File: src/rtl/btn_pkg.sv
// Shared constants for the push-button / slide-switch input conditioner:
// input bit positions, debounce defaults and 50 MHz tick-rate constants.
package btn_pkg;

    localparam int BTN0 = 0;
    localparam int BTN1 = 1;
    localparam int BTN2 = 2;
    localparam int BTN3 = 3;
    localparam int SW0  = 4;
    localparam int SW1  = 5;
    localparam int SW2  = 6;
    localparam int SW3  = 7;
    localparam int SW4  = 8;
    localparam int SW5  = 9;
    localparam int SW6  = 10;
    localparam int SW7  = 11;

    localparam int N_IN_DEF         = 12;
    localparam int STABLE_TICKS_DEF = 4;
    localparam int CNT_W_DEF        = 4;

    // A 1 kHz tick from the 50 MHz system clock gives a 4 ms debounce window.
    localparam int CLK_HZ     = 50_000_000;
    localparam int TICK_HZ    = 1_000;
    localparam int TICK_DIV   = CLK_HZ / TICK_HZ;
    localparam int TICK_DIV_W = $clog2(TICK_DIV);

    // Worst-case clean-edge to stable-change latency in system clocks.
    function automatic int debounce_latency_clks(input int stable_ticks);
        return 2 + stable_ticks * TICK_DIV;
    endfunction

endpackage

File: src/rtl/debounce_bit.sv
// Single-input conditioner: 2-FF synchroniser, tick-driven debounce counter,
// registered rise/fall pulses; adds a key-repeat counter under BTN_DEBOUNCE_AUTOREPEAT_EN.
module debounce_bit
    import btn_pkg::*;
#(
    parameter int STABLE_TICKS = STABLE_TICKS_DEF,
    parameter int CNT_W        = CNT_W_DEF
`ifdef BTN_DEBOUNCE_AUTOREPEAT_EN
    ,
    parameter bit REP_EN       = 1'b0,
    parameter int REP_DELAY    = 500,
    parameter int REP_RATE     = 100
`endif
) (
    input  logic clk,
    input  logic reset,
    input  logic tick,
    input  logic raw,
    output logic stable,
    output logic rise,
    output logic fall
);

    logic             s1;
    logic             s2;
    logic [CNT_W-1:0] cnt;
    logic             rep_fire;

    // NOTE: reset is synchronous, so it is just the highest-priority branch of the
    // clocked block; all state uses non-blocking assignment so every register
    // samples pre-edge values regardless of statement order.
    always_ff @(posedge clk) begin
        if (reset) begin
            s1     <= 1'b0;
            s2     <= 1'b0;
            cnt    <= '0;
            stable <= 1'b0;
            rise   <= 1'b0;
            fall   <= 1'b0;
        end else begin
            s1   <= raw;
            s2   <= s1;
            rise <= rep_fire;
            fall <= 1'b0;
            // Any agreement between input and accepted level discards the count.
            if (s2 == stable) begin
                cnt <= '0;
            end else if (tick) begin
                if (cnt < CNT_W'(STABLE_TICKS - 1)) begin
                    cnt <= cnt + CNT_W'(1);
                end else begin
                    stable <= s2;
                    cnt    <= '0;
                    rise   <= s2;
                    fall   <= ~s2;
                end
            end
        end
    end

`ifdef BTN_DEBOUNCE_AUTOREPEAT_EN
    localparam int REP_MAX = (REP_DELAY > REP_RATE) ? REP_DELAY : REP_RATE;
    localparam int REP_W   = $clog2(REP_MAX + 1);

    logic [REP_W-1:0] rep_cnt;
    logic [REP_W-1:0] rep_limit;
    logic             rep_armed;

    // First repeat waits REP_DELAY ticks, later ones REP_RATE ticks.
    always_comb begin
        rep_limit = rep_armed ? REP_W'(REP_RATE - 1) : REP_W'(REP_DELAY - 1);
        rep_fire  = REP_EN && stable && tick && (rep_cnt == rep_limit);
    end

    always_ff @(posedge clk) begin
        if (reset || !stable || !REP_EN) begin
            rep_cnt   <= '0;
            rep_armed <= 1'b0;
        end else if (tick) begin
            if (rep_fire) begin
                rep_cnt   <= '0;
                rep_armed <= 1'b1;
            end else begin
                rep_cnt <= rep_cnt + REP_W'(1);
            end
        end
    end
`else
    assign rep_fire = 1'b0;
`endif

endmodule

File: src/rtl/btn_debounce.sv
// Board input conditioner: N_IN independent debounce_bit channels plus sticky
// press flags. Optional key auto-repeat is enabled by BTN_DEBOUNCE_AUTOREPEAT_EN.
module btn_debounce
    import btn_pkg::*;
#(
    parameter int N_IN         = N_IN_DEF,
    parameter int STABLE_TICKS = STABLE_TICKS_DEF,
    parameter int CNT_W        = CNT_W_DEF
`ifdef BTN_DEBOUNCE_AUTOREPEAT_EN
    ,
    parameter logic [N_IN-1:0] REP_MASK = N_IN'(4'b1111),
    parameter int              REP_DELAY = 500,
    parameter int              REP_RATE  = 100
`endif
) (
    input  logic            clk,
    input  logic            reset,
    input  logic            tick,
    input  logic [N_IN-1:0] raw,
    input  logic [N_IN-1:0] clr,
    output logic [N_IN-1:0] stable,
    output logic [N_IN-1:0] rise,
    output logic [N_IN-1:0] fall,
    output logic [N_IN-1:0] held
);

    for (genvar i = 0; i < N_IN; i++) begin : g_bit
        debounce_bit #(
            .STABLE_TICKS (STABLE_TICKS),
            .CNT_W        (CNT_W)
`ifdef BTN_DEBOUNCE_AUTOREPEAT_EN
            ,
            .REP_EN       (REP_MASK[i]),
            .REP_DELAY    (REP_DELAY),
            .REP_RATE     (REP_RATE)
`endif
        ) u_bit (
            .clk    (clk),
            .reset  (reset),
            .tick   (tick),
            .raw    (raw[i]),
            .stable (stable[i]),
            .rise   (rise[i]),
            .fall   (fall[i])
        );
    end

    // A press arriving in the same cycle as a software clear must not be lost.
    always_ff @(posedge clk) begin
        if (reset) begin
            held <= '0;
        end else begin
            held <= (held & ~clr) | rise;
        end
    end

endmodule

File: config.mk
export PLATFORM = sky130hd
export DESIGN_NAME = btn_debounce
export DESIGN_NICKNAME = d
export VERILOG_FILES = /design/src/rtl/btn_pkg.sv /design/src/rtl/debounce_bit.sv /design/src/rtl/btn_debounce.sv
export SDC_FILE = /design/constraint.sdc
export NUM_CORES = 1
export LEC_CHECK = 0
export CORE_ASPECT_RATIO = 0.5
export CORE_MARGIN = 1
export CORE_UTILIZATION = 25
export DETAILED_ROUTE_END_ITERATION = 16
export SLEW_MARGIN = 20
export SYNTH_ARGS = -nofsm -noshare
export SYNTH_HDL_FRONTEND = slang
export SYNTH_SLANG_ARGS = --single-unit
export TNS_END_PERCENT = 20
File: constraint.sdc
create_clock -name clk -period 1.2 [get_ports clk]
set_input_delay 0.24 -clock clk [delete_from_list [all_inputs] [get_ports clk]]
set_output_delay 0.24 -clock clk [all_outputs]
set_load 0.05 [all_outputs]
==> Yosys cells after proc, flatten, opt, wreduce, memory -nomap -nowiden <==
Index checks and enable logic that the tools add are counted.
{ "word_totals": {"register_bits": 120, "output_inout_bits": 48} }
{ "classes": {"n_mux": 12, "addsub": 12, "order_cmp": 12, "bitwise": 40, "eq_ne": 12, "reduce_logical": 36} }
{ "op_table": {"columns": ["op", "count"], "rows": [
  ["adder 4 x 1 -> 4 bit, second input constant", 12],
  ["less-than comparator 4 x 2 -> 1 bit, second input constant", 12],
  ["2-to-1 mux 4 bit", 12],
  ["OR reduction 4 bit", 12],
  ["NOT 1 bit", 37],
  ["AND reduction 3 bit", 12],
  ["OR reduction 2 bit", 12],
  ["AND 12 bit", 1],
  ["== test 1 bit", 12],
  ["NOT 12 bit", 1],
  ["OR 12 bit", 1]
]} }

==> Depth between registers and ports, before layout <==
Gate-level depths: netlist of the first run.
{ "depth": {"depth_word": 3, "mapped_depth": 5} }

==> Cells and area by module <==
From an unflattened synthesis of the first run, not the netlist that was laid out.
{ "hier_totals": {"cells_unflattened": 385, "area_unflattened_um2": 4342.9} }
{ "modules_own_cells": {"columns": ["mod", "area_per_inst_um2", "cells_per_inst", "instances", "seq_area_each_um2"], "rows": [
  ["debounce_bit", 322.8, 28, 12, 180.2],
  ["btn_debounce", 469.2, 49, 1, 240.2]
]} }

==> Worst setup path after synthesis of the first run <==
No wires, ideal clock.
{ "synth_path": {"path_type": "register to register", "start": "register g_bit[1].u_bit.cnt[0]", "end": "register g_bit[1].u_bit.stable", "stages_incl_launch_ff": 5, "setup_ns": 0.118, "arrival_ns": 0.992, "slack_ns": 0.090, "path_cell_list": "dfxtp_1 ha_1 o31ai_4 mux2i_1 nor2_1"} }
{ "synth_between": {"elab_chain_cells": 3} }
{ "synth_lines": {"columns": ["element", "line_no", "source"], "rows": [
  ["start, declared", "debounce_bit.sv:26", "logic [CNT_W-1:0] cnt;"],
  ["start signal, assigned", "debounce_bit.sv:50", "cnt <= cnt + CNT_W'(1);"],
  ["less-than comparator 4 x 2 -> 1 bit", "debounce_bit.sv:49", "if (cnt < CNT_W'(STABLE_TICKS - 1)) begin"],
  ["NOT 1 bit (no source line)", null, null],
  ["AND reduction 3 bit (no source line)", null, null],
  ["end signal, assigned", "debounce_bit.sv:37", "stable <= 1'b0;"],
  ["end signal, assigned", "debounce_bit.sv:52", "stable <= s2;"],
  ["end, declared", "debounce_bit.sv:19", "output logic stable,"]
]} }
Every way passes these cells.
A chain may end at the register's enable or synchronous reset.

==> Worst setup path in the final report of the first run <==
{ "layout_path": {"start": "register g_bit[5].u_bit.stable", "end": "output stable[5]"} }
{ "layout_lines": {"columns": ["element", "line_no", "source"], "rows": [
  ["start, declared", "debounce_bit.sv:19", null],
  ["start signal, assigned", "debounce_bit.sv:37", null],
  ["start signal, assigned", "debounce_bit.sv:52", null],
  ["end, declared", "btn_debounce.sv:21", "output logic [N_IN-1:0] stable,"]
]} }
No word-level cell between the ends.

==> summary.txt, run 1 <==
Synth
  – Synthesized flop and latch total: 120
  – Mapped Cells: 447
  – Seq/Total Area, Yosys: 50.5%
  – Syn nets: 486
  – Synthesized area: 4750 um2
  – Warnings, synthesis: 0
  – Mean Syn Cell Area: 10.6 um2
  – Distinct cells, synth: 29

Clock network
  – Skew-Pair Late Insertion Delay: 0.41 ns
  – Reg clk slew, reported paths: about 0.06 ns
  – Num CTS Buffers: 17
  – CTS tree: done
  – H-Tree Depth: 4
  – Clk buf depth: 2
  – CTS sink cnt: 120
  – CTS Root Cell: clkbuf_16

Timing
  – Final setup viols: 1
  – Final Max Slew Viols: 0
  – Final Skew: 0.0138 ns
  – Fmax: 0.826 GHz
  – Final setup margin: -0.0112 ns
  – Relative slew slack: 78.8%
  – Least-Margin Pin Slew: approximately 0.32 ns
  – Period utilization: 101%
  – Fin Setup TNS: -0.0112 ns
  – Final hold vios: 0
  – Final Critical Period: ~1.2 ns
  – RSZ-0062 raised after global routing: true

Critical path
  – Critical setup path kind: reg2out
  – CP startpoint kind: register
  – CP required: 0.96 ns
  – Critical Path AT: roughly 0.97 ns
  – CP endpoint kind: output port
  – Worst-path maximum fanout: 2

Cells and area
  – Fin cells: 788
  – Fraction of layout instances using a drive strength above 1: ~37%
  – Layout area overhead: 46.3%
  – Final nets: 555

Detailed routing
  – Residual DRC: 0
  – WL per Instance: 11.3 um
  – Routed vias/inst: 4.10
  – DRT antenna net count: 0
  – Via count: between 3000 and 4000
  – DR pass1 iterations: 4
  – DR iter-0 viols: 144
  – WL final: 8910 um

Placement
  – Hpwl dp: a little over 6000 um
  – IO Port Bufs: 74
  – Placed Cells: 750
  – GP Congestion: about 0.72

Pwr
  – Clock Power Share: 54.4%
  – Pwr per Cell Area: approximately 1400 nW/um2
  – Leak pwr: 2.69 nW
  – Sw power: 0.00211 W
  – Sequential power share: 41.9%
  – Gate power share: 3.7%
  – Max VDD drop: ~0.95 mV
  – Switching Fraction: 21.9%
  – Total power: 0.00966 W
  – P_int: 0.00754 W

Die
  – Core ar.: 18500 um2
  – Die height: 99.5 um
  – # IOs: 75
  – # rows: 35
  – Die Width: between 150 and 200 um
  – DIE AREA: 19600 um2
  – Starting Density: between 20% and 30%

Run status
  – Status: complete, but fails checks
  – Violated checks: negative setup slack

Global route
  – Global-route wire length before repair: around 15000 um
  – Largest net degree at the start of global routing: 32
  – GRT Resource Usage Total: 9.56%
  – Vias in the first global route: approximately 3200
  – Initial antenna violation count: 1
  – Total congestion overflow: 0

Worst hold path
  – Hold Crit Class: in2reg

Run
  – Max_cap viols: 0
-- power by group through the flow --
stage / clock (W) / sequential, W / combinational, W
2_1_floorplan: 0 / 0.00414 / 0.000222
6_report: 0.00526 / 0.00405 / 0.000356
3_3_place_gp: 0 / 0.00414 / 0.000348
5_1_grt: 0.00558 / 0.00405 / 0.000392
3_5_place_dp: 0 / 0.00415 / 0.000354
4_1_cts: 0.00541 / 0.00405 / 0.000356
-- worst paths after layout --
path                              start                    end  slack (ns)  cells after the start
setup / recovery  g_bit[5].u_bit.stable              stable[5]       -0.01                      2
hold / removal                    reset  g_bit[2].u_bit.stable        0.22                      3
setup reg to reg  g_bit[7].u_bit.cnt[0]  g_bit[7].u_bit.cnt[0]        0.01                      5
hold reg to reg       g_bit[9].u_bit.s1      g_bit[9].u_bit.s2        0.44                      1
-- registers in the layout, indices dropped and copies added, names as in the netlist --
signal              count
g_bit.u_bit.cnt        48
g_bit.u_bit.fall       12
g_bit.u_bit.rise       12
g_bit.u_bit.s1         12
g_bit.u_bit.s2         12
g_bit.u_bit.stable     12
held                   12
-- worst max-delay path, cell delays in order (launching register included) --
cell	delay [ns]
dfxtp_2	0.32
buf_6	0.11
buf_12	0.14
-- layer usage --
layer / share of wire (%) / track usage, % / wire length, um / vias up
met1: 44 / 10.1 / 3930 / 1551
met2: 52 / 16.9 / 4630 / 51
met5: 0 / 0 / 0 / -
met3: 2.7 / 3.46 / 244 / 10
li1: - / - / - / 1620
met4: 1.3 / 4.89 / 112 / 0
-- cell usage in the layout, fill, tap and decap left out, types with 6 or more instances in the layout --
cell type / instances
nor3b_1: 15
nand3_1: 9
clkdlybuf4s50_1: 24
nor4_1: 10
dfxtp_4: 6
buf_12: 52
dfxtp_2: 40
buf_4: 23
mux2i_1: 23
nor3b_2: 9
nand2b_1: 16
xor2_1: 10
nor2b_1: 24
o31ai_4: 10
inv_1: 22
clkbuf_16: 17
dfxtp_1: 74
a21oi_1: 21
nor3_1: 37
nor2_1: 32
-- cells in the mapped netlist, drive strengths merged --
cell type  instances  area share, %
dfxtp            120             51
buf               49            8.3
nor3              39            4.1
nor2              32            2.5
nor2b             24            3.2
nor3b             24            4.6
mux2i             23            4.8
a21oi             22            2.4
inv               22            1.7
nand2b            21            3.4
ha                12            3.2
o31ai             12            4.5
nor4              11            1.4
xor2              10            1.8
nand3              9           0.95
and2               4           0.53
and2b              3           0.47
xnor2              3           0.55
a31oi              2           0.26
clkbuf             2           0.16
nand2              2           0.16
o31a               1           0.37
-- timing repair --
item                                    in CTS  in global routing
hold buffers                                 0                  0
endpoints found under the setup margin      29                 41
gates resized for setup                     28                 48
pin swaps                                    0                 10
buffers inserted                             4                  5
-- through the flow --
stage                     area (um2)  utilization (%)  hold WS, ns  worst slack, ns
final                           6960             37.5        0.225          -0.0112
after global routing            6960             37.5        0.223           -0.147
after CTS                       6760             36.5        0.212          -0.0364
after detailed placement        6100             32.9        0.429          -0.0630
after global placement          6100             32.9        0.418          0.00116
after floorplan                 4750                -        0.365           0.0900
-- kinds of logic after synthesis --
| family | share of synthesized area, % |
|---|---|
| AOI/OAI and AO/OA | 7.53 |
| xor gates and xnor gates | 2.40 |
| adders and majority gates | 3.16 |
| buffers and inverters | 10.2 |
| DFF | 50.5 |
| muxes | 4.84 |
| and+or+nand+nor | 21.4 |
-- layout make-up --
type / count / area [um2]
tap: 259 / 324
clock inverter: 13 / 171
clock buffer: 18 / 439
multi-input combinational: 254 / 1990
sequential: 120 / 2470
inverter: 22 / 82.6
antenna: 1 / 2.50
fill: 1808 / 11600
timing repair buffer: 101 / 1470
(Power assumes the default switching activity.)
==> run 2, diff against run 1 <==
--- a/config.mk
+++ b/config.mk
@@ -5,6 +5,7 @@
 export SDC_FILE = /design/constraint.sdc
 export NUM_CORES = 1
 export LEC_CHECK = 0
+export ABC_CLOCK_PERIOD_IN_PS = 1200
 export CORE_ASPECT_RATIO = 0.5
 export CORE_MARGIN = 1
 export CORE_UTILIZATION = 25
==> results of run 2 <==
No change in the layout: final DEF, timing and power equal those of run 1.
